### src/rtl/handshake_rx.sv
// USB handshake packet receiver: waits for sync after arming, captures the PID,
// checks the EOP and reports ACK/NAK/STALL/NYET, a malformed packet, or a timeout.
module handshake_rx #(
  parameter int MIN_SYNC_ZEROS = 4,
  parameter int TIMEOUT_BITS   = 18
) (
  input  logic useClk,
  input  logic nReset,
  input  logic checkData,
  input  logic rxBit,
  input  logic rxSE0,
  input  logic expectHandshake,
  output logic gotACK,
  output logic gotNAK,
  output logic gotSTALL,
  output logic gotNYET,
  output logic pidError,
  output logic timeoutHS,
  output logic busyRx
);

  // state | meaning
  // IDLE  | not armed, waiting for expectHandshake
  // WAIT  | armed, counting strobes until the first sync zero
  // SYNC  | counting sync zeros until the terminating one
  // PID   | shifting in 8 PID bits, LSB first
  // EOP   | counting SE0 bit times of the end-of-packet
  // DONE  | single cycle: decode the captured PID

  localparam int TW = $clog2(TIMEOUT_BITS + 1);
  localparam logic [TW-1:0] TMO_MAX = TW'(TIMEOUT_BITS);
  localparam logic [3:0]    MIN_Z   = 4'(MIN_SYNC_ZEROS);

  typedef enum logic [2:0] {
    S_IDLE, S_WAIT, S_SYNC, S_PID, S_EOP, S_DONE
  } state_t;

  typedef enum logic [2:0] {
    R_NONE, R_ACK, R_NAK, R_STALL, R_NYET, R_ERR, R_TMO
  } res_t;

  state_t        state_q, state_d;
  logic [TW-1:0] tmo_q, tmo_d;
  logic [3:0]    zero_q, zero_d;
  logic [2:0]    bit_q, bit_d;
  logic [1:0]    se0_q, se0_d;
  logic [7:0]    pid_q, pid_d;
  logic [5:0]    pulse_q, pulse_d;
  res_t          res_d;

  always_ff @(posedge useClk or negedge nReset) begin
    if (!nReset) begin
      state_q <= S_IDLE;
      tmo_q   <= '0;
      zero_q  <= '0;
      bit_q   <= '0;
      se0_q   <= '0;
      pid_q   <= '0;
      pulse_q <= '0;
    end else begin
      state_q <= state_d;
      tmo_q   <= tmo_d;
      zero_q  <= zero_d;
      bit_q   <= bit_d;
      se0_q   <= se0_d;
      pid_q   <= pid_d;
      pulse_q <= pulse_d;
    end
  end

  always_comb begin
    state_d = state_q;
    tmo_d   = tmo_q;
    zero_d  = zero_q;
    bit_d   = bit_q;
    se0_d   = se0_q;
    pid_d   = pid_q;
    res_d   = R_NONE;
    case (state_q)
      S_IDLE: begin
        if (expectHandshake) begin
          state_d = S_WAIT;
          tmo_d   = '0;
          zero_d  = '0;
          bit_d   = '0;
          se0_d   = '0;
        end
      end
      S_WAIT: begin
        // expiry is checked before the strobe so a coincident strobe is dropped
        if (tmo_q == TMO_MAX) begin
          state_d = S_IDLE;
          res_d   = R_TMO;
        end else if (checkData) begin
          if (!rxBit && !rxSE0) begin
            zero_d  = zero_q + 4'd1;
            state_d = S_SYNC;
          end else if (tmo_q < TMO_MAX) begin
            tmo_d = tmo_q + 1'b1;
          end
        end
      end
      S_SYNC: begin
        if (checkData) begin
          if (rxSE0) begin
            state_d = S_WAIT;
            zero_d  = '0;
          end else if (!rxBit) begin
            if (zero_q != 4'hF) zero_d = zero_q + 4'd1;
          end else if (zero_q >= MIN_Z) begin
            state_d = S_PID;
            bit_d   = '0;
          end else begin
            state_d = S_WAIT;
            zero_d  = '0;
          end
        end
      end
      S_PID: begin
        if (checkData) begin
          if (rxSE0) begin
            state_d = S_IDLE;
            res_d   = R_ERR;
          end else begin
            pid_d[bit_q] = rxBit;
            bit_d        = bit_q + 3'd1;
            if (bit_q == 3'd7) begin
              state_d = S_EOP;
              se0_d   = '0;
            end
          end
        end
      end
      S_EOP: begin
        if (checkData) begin
          if (rxSE0) begin
            if (se0_q == 2'd3) begin
              state_d = S_IDLE;
              res_d   = R_ERR;
            end else begin
              se0_d = se0_q + 2'd1;
            end
          end else if (se0_q == 2'd0) begin
            state_d = S_IDLE;
            res_d   = R_ERR;
          end else begin
            state_d = S_DONE;
          end
        end
      end
      S_DONE: begin
        state_d = S_IDLE;
        if (pid_q[7:4] != ~pid_q[3:0]) begin
          res_d = R_ERR;
        end else begin
          case (pid_q)
            8'hD2:   res_d = R_ACK;
            8'h5A:   res_d = R_NAK;
            8'h1E:   res_d = R_STALL;
            8'h96:   res_d = R_NYET;
            default: res_d = R_ERR;
          endcase
        end
      end
      default: state_d = S_IDLE;
    endcase
  end

  always_comb begin
    pulse_d = '0;
    case (res_d)
      R_ACK:   pulse_d[5] = 1'b1;
      R_NAK:   pulse_d[4] = 1'b1;
      R_STALL: pulse_d[3] = 1'b1;
      R_NYET:  pulse_d[2] = 1'b1;
      R_ERR:   pulse_d[1] = 1'b1;
      R_TMO:   pulse_d[0] = 1'b1;
      default: pulse_d = '0;
    endcase
    busyRx = (state_q != S_IDLE);
  end

  assign gotACK    = pulse_q[5];
  assign gotNAK    = pulse_q[4];
  assign gotSTALL  = pulse_q[3];
  assign gotNYET   = pulse_q[2];
  assign pidError  = pulse_q[1];
  assign timeoutHS = pulse_q[0];

endmodule

### config.mk
export PLATFORM = sky130hd
export DESIGN_NAME = handshake_rx
export DESIGN_NICKNAME = d
export VERILOG_FILES = /design/src/rtl/handshake_rx.sv
export SDC_FILE = /design/constraint.sdc
export NUM_CORES = 1
export LEC_CHECK = 0
export BUFFER_PORTS_ARGS = -buffer_cell sky130_fd_sc_hd__buf_2
export CAP_MARGIN = 25
export CELL_PAD_IN_SITES_DETAIL_PLACEMENT = 1
export CELL_PAD_IN_SITES_GLOBAL_PLACEMENT = 2
export CORE_MARGIN = 2
export CORE_UTILIZATION = 35
export CTS_CLUSTER_DIAMETER = 60
export DETAILED_ROUTE_END_ITERATION = 6
export HOLD_SLACK_MARGIN = 0.15
export PLACE_DENSITY = 0.81
export SYNTH_ARGS = -nofsm -noshare
export SYNTH_HDL_FRONTEND = slang
export SYNTH_SLANG_ARGS = --single-unit
export TNS_END_PERCENT = 50
### constraint.sdc
create_clock -name useClk -period 1.9 [get_ports useClk]
set_input_delay 0.19 -clock useClk [delete_from_list [all_inputs] [get_ports useClk]]
set_output_delay 0.19 -clock useClk [all_outputs]
set_load 0.005 [all_outputs]
==> results.yml <==
synth:
  synthArstFlopShare_pct: 100
  synth_area_leaders: "dfrtp_1 39%, mux2_2 5.1%, ha_1 4.4%, nor2_1 3.0%, nand2_1 2.8%"
  synth_cells: 199
  synth_edf_count: 0
  yosysSeqAreaShare_pct: 39.1
  avgSynthCellArea_um2: 9.98
  ys_warn_count: 0
  synth_flop_cell: "dfrtp_1"
  syn-num-nets: 212
  synth_area_leader_cell: "dfrtp_1"
  ys_seq_elements: 31
  synth_area_um2: 1990
  yosys.cell_types.count: 60
  post-synth-top-area-fraction_pct: 39.1
clock_network:
  cts_root_buffer: "clkbuf_8"
  htree_levels: 2
  cts_tree: "yes"
  cts_buffers: 5
  cts_buffer_depth: 2
  clkLatencyLatePin_ns: 0.28
  clk_pin_slew_ns: 0.07
  clock_sinks: 31
timing:
  fin_skew_ns: 0.00502
  finalSetupViolations: 0
  finalHoldViolCount: 0
  maxSlewViolCount: 0
  whs_ns: 0.291
  period_share_pct: 95.1
  slew_headroom_pct: 51.6
  finalCriticalPeriod_ns: 1.81
  clock.fmax_ghz: 0.553
  worstMarginPinSlew_ns: 0.727
setup_path:
  path_cells: "inv_1 > ha_1 > and4bb_2 > a21oi_2 > nand4_4 > or4b_4 > nand2_1"
  reg2reg_setup_slack_ns: 0.09
  critPathMaxStageDelay_ns: 0.50
  worstPathRequired_ns: 2.12
  critPathLaunchType: "flip-flop"
  path_class: "flip-flop to flip-flop"
  path_buf_inv: 1
  r2r_cells: 7
  cpMaxStageDelayCell: "or4b_4"
  path_delay_family: "simple AND/OR/NAND/NOR gates"
  worstSetupEndpointType: "flip-flop"
  worstPathArrival_ns: 2.03
  cp.depth: 7
  crit_fanout: 4
power:
  finalPower_mw: 2.57
  power.density_nw_per_um2: 1080
  ir_worst_vdd_mv: 0.341
  p_leak_nw: 1.09
grt:
  grt_pass1_vias: 1647
  grt_max_degree: 32
  grt_antenna_before_repair: 0
  use_met3_pct: 3.52
  grt_busiest_layer: "met2"
  grt_pass1_wl_um: 7990
  met2_usage_pct: 26.8
  met1_usage_pct: 20.9
  track_usage_pct: 16.1
  grt_overflow_total: 0
finish:
  n_antenna_cell: 0
  ff_latch_area_um2: 779
  fill_cells: 634
  area_growth_pct: 20.4
  multi_input_area_um2: 1150
  nNetsFinal: 243
  drive_above_1_share_pct: 32.9
place:
  gp_congestion: 0.745
  dp_hpwl_um: 3270
  io_buffers: 12
floorplan:
  core_um2: 5510
  die-area_um2: 6290
  pin_count: 13
  die_h_um: 79.3
  initial_core_util_pct: 36.1
  die_x_um: 79.3
  rows: 27
route:
  drt_pass1_iterations: 4
  finalWirelength_um: 4600
  wl_per_cell_um: 15.2
  vias: 1615
  drc: 0
  viasPerCell: 5.33
  drt_iter0_drc: 69
  final_antenna_net_count: 0
run:
  max_cap_viol_count: 0
hold_path:
  hold_path_depth: 2
  hp-class: "input port to flip-flop"
run_status:
  status: "finished, final reports clean"
cells in the mapped netlist (5+ instances only):
cell,count
nor3_1,7
nand3_1,6
nand2_1,15
nor2b_1,6
ha_1,7
dfrtp_1,31
o21ai_0,9
mux2_2,9
nor3b_1,6
nor2_1,16
nand2b_1,5
worst reg2reg max path, stage by stage (launching register included):
cell	delay, ns
dfrtp_1	0.34
inv_1	0.04
ha_1	0.21
and4bb_2	0.28
a21oi_2	0.17
nand4_4	0.13
or4b_4	0.50
nand2_1	0.08
state kept, by name, indices dropped and copies added (netlist names):
signal,count
tmo_q,5
se0_q,2
pid_q,8
pulse_q,6
state_q,3
zero_q,4
bit_q,3
area by class of cell:
cell class                 instances  share of cell area [%]
clock inverter                     2                    1.47
sequential                        31                    32.6
clock buffer                       6                    3.45
timing repair buffer              36                    10.2
inverter                           4                   0.628
tap                               72                    3.77
multi-input combinational        152                    47.9
cell usage in the layout (no fill, tap or decap), types with 3 or more instances in the layout:
cell      count
o21ai_0       9
nand3_1       6
nor3b_1       5
mux2_2        9
mux2i_1       4
nand2_1      15
dfrtp_1      28
inv_1         4
ha_1          7
nor2_1       16
a21o_1        4
a21oi_1       3
dfrtp_2       3
nand2b_1      5
nor2b_1       6
buf_2        12
clkbuf_8      6
nor3_1        7
buf_4        23
layer usage:
metal | vias up | routed length [um]
li1 | 791 | -
met1 | 808 | 2240
met2 | 12 | 2240
met3 | 4 | 83
met4 | 0 | 48
met5 | - | 0
report_power, final:
group          total, mW  internal (mW)  switching (mW)
registers          0.918          0.764           0.154
logic              0.981          0.495           0.485
clock network      0.675          0.424           0.251
total               2.57           1.68           0.890
path summary, 6_finish.rpt:
check | startpoint | to
setup / recovery | tmo_q[0]$_DFFE_PN0P_ | zero_q[2]$_DFFE_PN0P_
hold / removal | checkData | state_q[1]$_DFFE_PN0P_
setup reg to reg | tmo_q[0]$_DFFE_PN0P_ | zero_q[2]$_DFFE_PN0P_
hold reg to reg | pid_q[1]$_DFFE_PN0P_ | pid_q[1]$_DFFE_PN0P_
max in group asynchronous | nReset | state_q[1]$_DFFE_PN0P_
min in group asynchronous | nReset | tmo_q[0]$_DFFE_PN0P_
metrics by stage:
| step | instance area (um2) | cells | setup slack [ns] | utilization (%) | TNS [ns] |
|---|---|---|---|---|---|
| floorplan | 1990 | 199 | 0.116 | - | 0 |
| global placement | 2210 | 293 | 0.0913 | 40.2 | 0 |
| detailed placement | 2210 | 293 | 0.0538 | 40.2 | 0 |
| CTS | 2340 | 302 | 0.0201 | 42.5 | 0 |
| global route | 2390 | 303 | -0.00482 | 43.4 | -0.00482 |
| finish | 2390 | 303 | 0.0927 | 43.4 | 0 |
logic make-up (layout without fill, tap and decap cells):
family / after synthesis / in the layout / share of synthesized area [%]
AO/OA/AOI/OAI: 40 / 40 / 15.4
adder cells (fa/ha/maj): 7 / 7 / 4.41
buffers and inverters: 16 / 48 / 5.10
flip-flops: 31 / 31 / 39.1
multiplexers: 13 / 13 / 7.12
AND/OR/NAND/NOR: 92 / 92 / 28.9
timing repair:
item	CTS	global route
hold buffers	1	0
buffers inserted	0	1
endpoints found under the hold margin	31	0
gates resized for setup	0	12
endpoints found under the setup margin	0	15
No activity file was read; power rests on OpenSTA's default activity.
